<file path="src/rtl/timing_seq_pkg.sv">
// timing_seq_pkg: shared FSM encoding, width helper and default depth for the T-state sequencer
package timing_seq_pkg;
  typedef enum logic {
    RUN    = 1'b0,
    HALTED = 1'b1
  } seq_state_t;
  localparam int DEFAULT_DEPTH = 8;
  function automatic int calc_w(input int depth);
    return (depth <= 2) ? 1 : $clog2(depth);
  endfunction
endpackage

</file>
<file path="src/rtl/seq_onehot_decoder.sv">
// seq_onehot_decoder: registered one-hot decode of the sequencer's next count
module seq_onehot_decoder
  import timing_seq_pkg::*;
#(
  parameter int DEPTH     = DEFAULT_DEPTH,
  parameter int RESET_VAL = 0,
  parameter int W         = calc_w(DEPTH)
) (
  input  logic             clk,
  input  logic             rst,
  input  logic [W-1:0]     i_val,
  output logic [DEPTH-1:0] o_t
);
  localparam logic [DEPTH-1:0] LP_RST_T = DEPTH'(1) << RESET_VAL;
  logic [DEPTH-1:0] r_t;
  // decode the value sc is about to take so t lands on the same edge as sc
  always_ff @(posedge clk) begin
    r_t <= rst ? LP_RST_T : DEPTH'(1) << i_val;
  end
  assign o_t = r_t;
endmodule

</file>
<file path="src/rtl/timing_sequencer.sv">
// timing_sequencer: T-state counter with clr/load/inc, halt/resume and wrap; one-hot t gated by TIMING_SEQUENCER_DECODE_EN
module timing_sequencer
  import timing_seq_pkg::*;
#(
  parameter int DEPTH     = DEFAULT_DEPTH,
  parameter int RESET_VAL = 0,
  localparam int W        = calc_w(DEPTH)
) (
  input  logic             clk,
  input  logic             rst,
  input  logic             inc,
  input  logic             clr,
  input  logic             load,
  input  logic [W-1:0]     load_val,
  input  logic             halt_req,
  input  logic             resume,
  output logic [W-1:0]     sc,
  output logic [DEPTH-1:0] t,
  output logic             wrap,
  output logic             halted,
  output logic             load_err
);
  localparam logic [W-1:0] LP_LAST  = W'(DEPTH - 1);
  localparam logic [W-1:0] LP_RST   = W'(RESET_VAL);
  localparam logic [W:0]   LP_DEPTH = (W + 1)'(DEPTH);
  seq_state_t r_state, w_state_nxt;
  logic [W-1:0] r_sc, w_sc_nxt;
  logic r_wrap, r_load_err;
  logic w_wrap_nxt, w_load_err_nxt, w_inc_ok, w_load_bad;
  // resume wins over halt_req, so both together always lands in RUN
  always_comb begin
    w_state_nxt = resume ? RUN : (halt_req ? HALTED : r_state);
  end
  // count update with priority clr > load > inc; the halting cycle holds sc
  always_comb begin
    w_inc_ok       = inc && (r_state == RUN) && !halt_req;
    w_load_bad     = {1'b0, load_val} >= LP_DEPTH;
    w_wrap_nxt     = !clr && !load && w_inc_ok && (r_sc == LP_LAST);
    w_load_err_nxt = !clr && load && w_load_bad;
    w_sc_nxt       = rst ? LP_RST :
                     clr ? '0 :
                     load ? (w_load_bad ? '0 : load_val) :
                     w_inc_ok ? ((r_sc == LP_LAST) ? '0 : r_sc + 1'b1) :
                     r_sc;
  end
  // state, count and one-cycle flags
  always_ff @(posedge clk) begin
    if (rst) begin
      r_state    <= RUN;
      r_sc       <= LP_RST;
      r_wrap     <= 1'b0;
      r_load_err <= 1'b0;
    end else begin
      r_state    <= w_state_nxt;
      r_sc       <= w_sc_nxt;
      r_wrap     <= w_wrap_nxt;
      r_load_err <= w_load_err_nxt;
    end
  end
  assign sc       = r_sc;
  assign wrap     = r_wrap;
  assign load_err = r_load_err;
  assign halted   = (r_state == HALTED);
`ifdef TIMING_SEQUENCER_DECODE_EN
  seq_onehot_decoder #(
    .DEPTH    (DEPTH),
    .RESET_VAL(RESET_VAL),
    .W        (W)
  ) u_dec (
    .clk  (clk),
    .rst  (rst),
    .i_val(w_sc_nxt),
    .o_t  (t)
  );
`else
  assign t = '0;
`endif
endmodule
</file>
<file path="config.mk">
export PLATFORM = sky130hd
export DESIGN_NAME = timing_sequencer
export DESIGN_NICKNAME = d
export VERILOG_FILES = /design/src/rtl/timing_seq_pkg.sv /design/src/rtl/seq_onehot_decoder.sv /design/src/rtl/timing_sequencer.sv
export SDC_FILE = /design/constraint.sdc
export NUM_CORES = 1
export LEC_CHECK = 0
export CORE_AREA = 2 2 39 41
export DETAILED_ROUTE_END_ITERATION = 8
export DIE_AREA = 0 0 41 43
export GPL_TIMING_DRIVEN = 0
export PLACE_DENSITY = 0.6
export SLEW_MARGIN = 0
export SYNTH_ARGS = -nofsm -noshare
export SYNTH_HDL_FRONTEND = slang
export SYNTH_SLANG_ARGS = --single-unit
</file>
<file path="constraint.sdc">
create_clock -name clk -period 2.4 [get_ports clk]
set_input_delay 0.48 -clock clk [delete_from_list [all_inputs] [get_ports clk]]
set_output_delay 0.48 -clock clk [all_outputs]
set_load 0.05 [all_outputs]
</file>
Word level (Yosys, flattened, before mapping) --
Cells that the tools add are included.
Storage, ports and cells: flip-flop bits (word level) 5, bits of input ports 10, output and inout bits 14, word-level logic and storage cells 20
Operators by class: $add $sub $neg 1, equality and inequality tests 1, muxes and demuxes 3, bitwise operators 1, reductions and logical operators 11
Operators with widths (count):
- 3-bit 2-to-1 mux | 3
- 1-bit logical AND | 5
- 2-bit OR reduction | 2
- 3-bit by 1-bit adder with 3-bit output (second input constant) | 1
- 3-bit equality test (second input constant) | 1
- 1-bit zero test | 3
- 2-bit nonzero test | 1
- 1-bit NOT | 1

Logic depth before layout (Yosys ltp) --
Gate-level depths: netlist (run 1).
depth in word-level cells 5, depth in mapped cells 4, gate-level depth less buffers 4

Worst setup path after synthesis (run 1) --
Ideal clock, no wire load.
kind register to register, start point register r_state (netlist: halted), end point register r_sc[0] (netlist: sc[0]), setup time 0.074 ns, arrival time 1.460 ns, data required time 2.326 ns, setup slack 0.866 ns, stages on the path, launching flop included 5, path buffers 1, period minus slack after synthesis 1.534 ns, cells stage by stage dfxtp_1 -> or3b_1 -> clkbuf_2 -> or3_1 -> a31oi_1
Between the ends: cells in the longest elaborated chain, start to end 4
Ends and longest elaborated chain:
- from (decl) | RTL line timing_sequencer.sv:26 | seq_state_t r_state, w_state_nxt;
- from (signal assigned) | RTL line timing_sequencer.sv:54 | r_state <= w_state_nxt;
- 1-bit NOT | RTL line timing_sequencer.sv:36 | w_inc_ok = inc && (r_state == RUN) && !halt_req;
- 1-bit logical AND (2 in a row) | RTL line timing_sequencer.sv:36
- 2-bit nonzero test (no line)
- to (signal assigned) | RTL line timing_sequencer.sv:55 | r_sc <= w_sc_nxt;
- to (decl) | RTL line timing_sequencer.sv:27 | logic [W-1:0] r_sc, w_sc_nxt;
Every way passes these cells. A chain may end at the register's enable or synchronous reset.

Final worst setup path (run 1) --
start point register r_sc[0] (netlist: sc[0]), end point output port sc[0]
RTL lines:
- to (decl) | RTL line timing_sequencer.sv:17 | output logic [W-1:0] sc,
No word-level cell between the ends.

==> results_dict.tcl, run 1 <==
set metrics [dict create \
    fp.dieW_um 41 \
    drive_gt1_frac 0.233 \
    synth.avg_cell_area_um2 8.80 \
    htree_levels 1 \
    area_growth_pct 72.4 \
    cts_tree "yes" \
    clkTransAtPathRegs_ns 0.04 \
    clock_skew_ns 0.000395 \
    nets 73 \
    fillers 145 \
    yosys_warnings 0 \
    fin_cells 76 \
    finalWirelength_um 605 \
    cts_sinks 5 \
    end_kind "output port" \
    antenna_left 0 \
    power_density_nw_per_um2 529 \
    cts_setup_buffers 0 \
    wl_per_cell_um 7.96 \
    critPathTopFamily "buffers and inverters" \
    synth_edf_count 0 \
    crit_chain "clkdlybuf4s50_1" \
    rsz0062_at_grt "false" \
    cp.arrival_ns 1.42 \
    gp_congestion 0.676 \
    dr_total_vias 285 \
    antenna_found_initial 0 \
    cts_resized 0 \
    cpMaxStageDelayCell "clkdlybuf4s50_1" \
    dp_cells 72 \
    period_minus_slack_ns 1.90 \
    cp.depth 1 \
    endpoint "sc[0]" \
    critical_path_buf_inv_count 1 \
    syn_area_um2 299 \
    slew_violations 0 \
    vdd_drop_max_mv 0.251 \
    grt_pass1_wl_um 1020 \
    cap_violations 0 \
    synth_seq_cells 5 \
    seqPwrFrac 0.326 \
    placed_cell_area_um2 489 \
    synth.top_cell.area_share 0.335 \
    grt_max_degree 8 \
    clockBufferDepth 2 \
    final_cell_area_um2 515 \
    power.switching_w 0.0000899 \
    fp.coreArea_um2 1380 \
    grt_pass1_vias 246 \
    synthTopCellsByCount "9 x buf_4, 5 x dfxtp_1, 3 x o21ai_0" \
    synth.area.top_cells "dfxtp_1 33%, buf_4 23%, ha_1 8.4%" \
    power_frac_clock 0.355 \
    crit_fanout 4 \
    overflow 0 \
    setup_viol 0 \
    hold_viol 0 \
    yosysMostFrequentCell "buf_4" \
    combPwrFrac 0.319 \
    clock-root-buffer "clkbuf_4" \
    dr.pass1.iters 4 \
    start_util 0.216 \
    n_antenna_cell 0 \
    cts_buffers 3 \
    startpoint_type "flip-flop" \
    r2r-start "halted" \
    row_count 14 \
    finalCritPeriodShare 0.791 \
    rrSetupSlack_ns 1.05 \
    worstHoldPathCells 2 \
    finalPower_w 0.000273 \
    portBuffers 14 \
    grt_util_all_layers 0.0943 \
    synthDistinctLibCells 16 \
    drc 0 \
    die-area_um2 1760 \
    postSynthCellCount 34 \
    hpwl_um 508 \
    cts_hold_buf 0 \
    die_y_um 43 \
    fmax_ghz 0.527 \
    status "complete, no violations" \
    synth_ff_type "dfxtp_1" \
    cp.required_ns 1.92 \
    rr_worst_depth 4 \
    synth-async-reset-ratio 0 \
    p_int_w 0.000183 \
    clk-insertion-delay-late_ns 0.24 \
    vias_per_cell 3.75 \
    worstSetupPathType "reg -> out" \
    hold_class "reg -> reg" \
    num_io_pins 24 \
    critical-path-max-stage-delay_ns 0.82 \
    finalSetupTns_ns 0 \
    leakage_nw 0.257 \
    switching_share 0.329 \
    startpoint "sc[0]" \
    r2r-end "sc[0]" \
    yosys.area.top_type "dfxtp_1" \
    synth_seq_area_share 0.335 \
    detailedRoute.firstIterationViolations 1 \
    fin_util 0.373 \
]
[power by group through the flow]
stage	logic (W)	registers, W	clock network [W]
floorplan	0.0000529	0.000101	0
global placement	0.0000861	0.0000905	0
detailed placement	0.0000869	0.0000905	0
CTS	0.0000871	0.0000890	0.000101
global route	0.0000921	0.0000894	0.000112
finish	0.0000872	0.0000890	0.0000967
[flip-flops by register name, summed over array words and instances (netlist names)]
name,flops
sc,3
halted,1
wrap,1
[cell families after synthesis]
kind of cell	share of synthesized area
buffers and inverters	0.255
and+or+nand+nor	0.142
AOI/OAI and AO/OA	0.105
DFF	0.335
muxes	0.0669
adders and majority gates	0.0837
other	0.0125
[area by class of cell]
| type | count | area, µm² | share of cell area |
|---|---|---|---|
| sequential | 5 | 100 | 0.194 |
| buffer | 10 | 72.6 | 0.141 |
| inverter | 1 | 3.75 | 0.00728 |
| timing repair buffer | 14 | 140 | 0.272 |
| multi-input combinational | 26 | 153 | 0.296 |
| tap | 16 | 20.0 | 0.0388 |
| clock buffer | 4 | 26.3 | 0.0510 |
[through the flow]
step | setup WS, ns | hold WS, ns
global placement | 0.460 | 0.493
floorplan | 0.866 | 0.557
CTS | 0.489 | 0.509
finish | 0.502 | 0.504
detailed placement | 0.447 | 0.503
global route | 0.427 | 0.553
[worst min-delay path by stage]
stage,start,to,slack [ns]
after floorplan,rst,halted,0.56
after global placement,sc[0],sc[0],0.49
after detailed placement,sc[0],sc[0],0.50
after CTS,sc[0],sc[0],0.51
after global routing,halted,halted,0.55
final,sc[0],sc[0],0.50
[metal layers]
| metal | vias to the layer above | wire length [µm] | track usage |
|---|---|---|---|
| li1 | 148 | - | - |
| met1 | 121 | 205 | 0.0833 |
| met2 | 14 | 321 | 0.138 |
| met3 | 2 | 70 | 0.0785 |
| met4 | 0 | 7 | 0.0600 |
| met5 | - | 0 | 0 |
[placed cells by master, fill, tap and decap left out, drive strengths merged]
cell	count
a21oi	2
a31oi	1
and4b	1
buf	9
clkbuf	5
clkdlybuf4s50	14
conb	9
dfxtp	5
ha	2
inv	1
mux2i	2
nand2	1
nor2	2
nor3	1
o21ai	3
or3	1
or3b	1
No activity file was read; power rests on OpenSTA's default activity.
==> run 2: changes to the inputs <==
--- a/config.mk
+++ b/config.mk
@@ -9,7 +9,7 @@
 export DETAILED_ROUTE_END_ITERATION = 8
 export DIE_AREA = 0 0 41 43
 export GPL_TIMING_DRIVEN = 0
-export PLACE_DENSITY = 0.6
+export PLACE_DENSITY = 0.62
 export SLEW_MARGIN = 0
 export SYNTH_ARGS = -nofsm -noshare
 export SYNTH_HDL_FRONTEND = slang
==> constraint.sdc (replaced) <==
create_clock -name clk -period 1.6 [get_ports clk]
set_input_delay 0.32 -clock clk [delete_from_list [all_inputs] [get_ports clk]]
set_output_delay 0.32 -clock clk [all_outputs]
set_load 0.05 [all_outputs]
==> run 2 against run 1 <==
Net effect: cell count decreased by 1.3%; via count shrank 5.3%; register-to-register slack got worse by 0.76 ns; global-route usage is 2.0 points lower; sequential share of layout area increased by 0.43 points; clock-buffer cell count stayed put; sequential power up 49%; utilization fell by 0.81 points; critical endpoint is now sc[0]; largest power group unchanged.
==> results_dict.tcl, run 2 (synthesis results as in run 1) <==
set metrics [dict create \
    status "complete, no violations" \
    die_y_um 43 \
    end_kind "flip-flop" \
    nets 72 \
    fillers 147 \
    fmax_ghz 0.667 \
    htree_levels 1 \
    clock_skew_ns 0.000996 \
    rrSetupSlack_ns 0.29 \
    grt_pass1_wl_um 848 \
    overflow 0 \
    gp_congestion 0.651 \
    drive_gt1_frac 0.220 \
    cts_buffers 3 \
    drc 0 \
    worst_hold_slack_ns 0.500 \
    area_growth_pct 68.6 \
    start_util 0.216 \
    r2r-end "sc[0]" \
    setup_viol 0 \
    vdd_drop_max_mv 0.258 \
    rr_worst_depth 3 \
    cts_sinks 5 \
    hold_class "reg -> reg" \
    worstSetupPathType "in -> reg" \
    placed_cell_area_um2 489 \
    grt_pass1_vias 218 \
    n_antenna_cell 0 \
    fp.dieW_um 41 \
    cts_setup_buffers 0 \
    cp.arrival_ns 1.67 \
    slew_violations 0 \
    cp.required_ns 1.77 \
    cts_tree "yes" \
    worstHoldPathCells 2 \
    crit_fanout 5 \
    leakage_nw 0.274 \
    clk-insertion-delay-late_ns 0.24 \
    power_density_nw_per_um2 806 \
    hold_viol 0 \
    vias_per_cell 3.60 \
    cap_violations 0 \
    finalSetupTns_ns 0 \
    final_cell_area_um2 504 \
    clock-root-buffer "clkbuf_4" \
    holdPathEnd "sc[0]" \
    die-area_um2 1760 \
    startpoint_type "input pin" \
    row_count 14 \
    grt_util_all_layers 0.0744 \
    clockBufferDepth 2 \
    layout_common_cells "9 x buf_4, 9 x conb_1, 9 x clkdlybuf4s50_1" \
    rsz0062_at_grt "false" \
    wl_per_cell_um 6.91 \
    antenna_left 0 \
    antenna_found_initial 0 \
    num_io_pins 24 \
    largest_reg_flops 3 \
    dr.pass1.iters 4 \
    finalCritPeriodShare 0.938 \
    period_minus_slack_ns 1.50 \
    grt_max_degree 8 \
    r2r-start "halted" \
    clkTransAtPathRegs_ns 0.04 \
    portBuffers 14 \
    finalWirelength_um 518 \
    worstHoldStart "sc[0]" \
    dr_total_vias 270 \
    fp.coreArea_um2 1380 \
    detailedRoute.firstIterationViolations 5 \
]
[run 2: changes by cell type in the layout (fill, tap and decap cells not counted), sizes merged]
cell           previous run  this run
dlygate4sd2               0         5
clkbuf                    5         4
clkdlybuf4s50            14         9
[run 2: final cells by class]
cell class	instances	area, µm²	share of cell area
buffer	9	67.6	0.134
sequential	5	100	0.199
tap	16	20.0	0.0397
clock buffer	4	26.3	0.0521
timing repair buffer	14	134	0.266
inverter	1	3.75	0.00744
multi-input combinational	26	153	0.303
[run 2: worst max path at each step]
stage,startpoint,endpoint,slack (ns),cells past startpoint
floorplan,halted,sc[0],0.07,4
global placement,inc,sc[0],-0.18,5
detailed placement,inc,sc[0],-0.19,5
CTS,inc,sc[0],0.06,5
global route,inc,sc[0],0.03,4
finish,inc,sc[0],0.1,4
[run 2: per-stage QoR]
stage	total power, W	std cells	utilization	worst slack [ns]
after floorplan	0.000231	42	-	0.0661
after global placement	0.000265	72	0.354	-0.179
after detailed placement	0.000265	72	0.354	-0.190
after CTS	0.000417	76	0.368	0.0591
after global routing	0.000428	75	0.364	0.0350
final	0.000407	75	0.364	0.0996
[run 2: timing repair]
action,4_1_cts,5_1_grt
resized for setup,5,0
endpoints found under the setup margin,5,1
hold buffers,0,0
pin swaps,0,0
[run 2: report_power, final]
part	switching (W)	leakage (nW)	internal [W]
combinational	0.0000789	0.218	0.0000462
clock	0.0000539	0.0150	0.0000944
sequential	0.00000336	0.0409	0.000130
total	0.000136	0.274	0.000270
[run 2: worst max-delay path: stages]
cell and delay [ns]:
clkdlybuf4s50_1 0.45, or3b_1 0.42, or3_1 0.33, a31oi_1 0.15
[run 2: per-layer routing]
| layer | up-vias | routed length [µm] | global-route usage |
|---|---|---|---|
| li1 | 148 | - | - |
| met1 | 110 | 215 | 0.0935 |
| met2 | 12 | 247 | 0.0906 |
| met3 | 0 | 55 | 0.0366 |
| met4 | 0 | 0 | 0.0600 |
| met5 | - | 0 | 0 |
==> run 3: changes to the inputs <==
--- a/config.mk
+++ b/config.mk
@@ -8,6 +8,7 @@
 export CORE_AREA = 2 2 39 41
 export DETAILED_ROUTE_END_ITERATION = 8
 export DIE_AREA = 0 0 41 43
+export GPL_ROUTABILITY_DRIVEN = 0
 export GPL_TIMING_DRIVEN = 0
 export PLACE_DENSITY = 0.62
 export SLEW_MARGIN = 0
==> constraint.sdc (replaced) <==
create_clock -name clk -period 1.6 [get_ports clk]
set_input_delay 0.24 -clock clk [delete_from_list [all_inputs] [get_ports clk]]
set_output_delay 0.24 -clock clk [all_outputs]
set_load 0.05 [all_outputs]
==> run 3 against run 2 <==
Net effect: utilization increased by 0.63 points; clock skew hardly changed; critical path depth grew 1; maximum frequency grew 3.4%; hold slack hardly changed; non-clock buffer count is 1 higher; clock-buffer cell count stayed put; total power increased by 0.56%; cell area up 1.7%; critical endpoint unchanged.
==> results_dict.tcl, run 3 (synthesis results as in run 1) <==
set metrics [dict create \
    startpoint_type "input pin" \
    hold_viol 0 \
    holdPathEnd "sc[0]" \
    cts_buffers 3 \
    end_kind "flip-flop" \
    fp.coreArea_um2 1380 \
    vdd_drop_max_mv 0.261 \
    r2r-start "halted" \
    dr_total_vias 277 \
    critical_path_buf_inv_count 2 \
    leakage_nw 0.292 \
    status "complete, no violations" \
    start_util 0.216 \
    r2r-end "sc[0]" \
    portBuffers 14 \
    power_density_nw_per_um2 797 \
    largest_reg_flops 3 \
    slew_violations 0 \
    fmax_ghz 0.689 \
    dp_cells 72 \
    rsz0062_at_grt "false" \
    worstHoldPathCells 2 \
    critPathTopFamily "simple AND/OR/NAND/NOR gates" \
    finalSetupTns_ns 0 \
    worstSetupPathType "in -> reg" \
    nets 73 \
    drive_gt1_frac 0.233 \
    cts_resized 4 \
    finalWirelength_um 520 \
    grt_util_all_layers 0.0744 \
    num_io_pins 24 \
    rrSetupSlack_ns 0.26 \
    clock-root-buffer "clkbuf_4" \
    rr_worst_depth 4 \
    clock_skew_ns 0.00112 \
    finalCritPeriodShare 0.907 \
    worstHoldStart "sc[0]" \
    cts_sinks 5 \
    vias_per_cell 3.64 \
    cts_setup_buffers 0 \
    detailedRoute.firstIterationViolations 1 \
    finalPower_w 0.000409 \
    cp.required_ns 1.77 \
    dr.pass1.iters 2 \
    n_antenna_cell 0 \
    clockBufferDepth 2 \
    die-area_um2 1760 \
    crit_fanout 5 \
    layout_common_cells "9 x buf_4, 9 x conb_1, 9 x clkdlybuf4s50_1" \
    drc 0 \
    cap_violations 0 \
    wl_per_cell_um 6.84 \
    cts_hold_buf 0 \
    critical-path-max-stage-delay_ns 0.45 \
    grt_pass1_vias 218 \
    die_y_um 43 \
    worst_hold_slack_ns 0.500 \
    grt_max_degree 8 \
    crit_chain "clkdlybuf4s50_1 > or3b_1 > clkbuf_2 > or3_1 > a31oi_1" \
    cpMaxStageDelayCell "clkdlybuf4s50_1" \
    fp.dieW_um 41 \
    antenna_left 0 \
    setup_viol 0 \
    cts_tree "yes" \
    hold_class "reg -> reg" \
    fin_util 0.371 \
    area_growth_pct 71.5 \
    overflow 0 \
    htree_levels 1 \
    cp.arrival_ns 1.62 \
    grt_pass1_wl_um 848 \
    row_count 14 \
    fin_cells 76 \
    period_minus_slack_ns 1.45 \
    clk-insertion-delay-late_ns 0.24 \
    antenna_found_initial 0 \
    clkTransAtPathRegs_ns 0.04 \
]
## run 3: cell types whose count changed in the layout (fill, tap and decap cells not counted), sizes merged
cell          before  now
dlymetal6s2s       0    1
clkbuf             4    5
dlygate4sd2        5    4
## run 3: area by class of cell
| class | count | area (µm²) |
|---|---|---|
| Clock buffer | 4 | 26.3 |
| Buffer | 10 | 72.6 |
| Fill cell | 147 | 871 |
| Sequential cell | 5 | 100 |
| Inverter | 1 | 3.75 |
| Multi-Input combinational cell | 26 | 153 |
| Timing Repair Buffer | 14 | 138 |
| Tap cell | 16 | 20.0 |
## run 3: power by group
group	internal [W]	total (W)	switching [W]
clock network	0.0000945	0.000149	0.0000550
logic	0.0000471	0.000126	0.0000792
registers	0.000130	0.000133	0.00000336
## run 3: worst max-delay path by stage
stage,startpoint,endpoint,slack (ns),cells past startpoint
6_report,inc,sc[0],0.15,5
5_1_grt,inc,sc[0],0.08,5
4_1_cts,wrap,wrap,0.02,1
3_5_place_dp,inc,sc[0],-0.11,5
3_3_place_gp,inc,sc[0],-0.1,5
2_1_floorplan,halted,sc[0],0.07,4
## run 3: worst reg2reg max path, cell delays in order, from the launching register on
cell,delay [ns]
dfxtp_1,0.31
or3b_1,0.36
clkbuf_2,0.15
or3_1,0.31
a31oi_1,0.15
## run 3: layer usage
layer	part of all wire	wire length, µm	track usage
met1	0.41	212	0.0935
met2	0.45	235	0.0906
met3	0.11	59	0.0366
met4	0.025	13	0.0600
met5	0	0	0
## run 3: metrics by stage
stage	setup slack (ns)	area (µm²)
2_1_floorplan	0.0661	329
3_3_place_gp	-0.0990	489
3_5_place_dp	-0.110	489
4_1_cts	0.0225	510
5_1_grt	0.0794	513
6_report	0.149	513
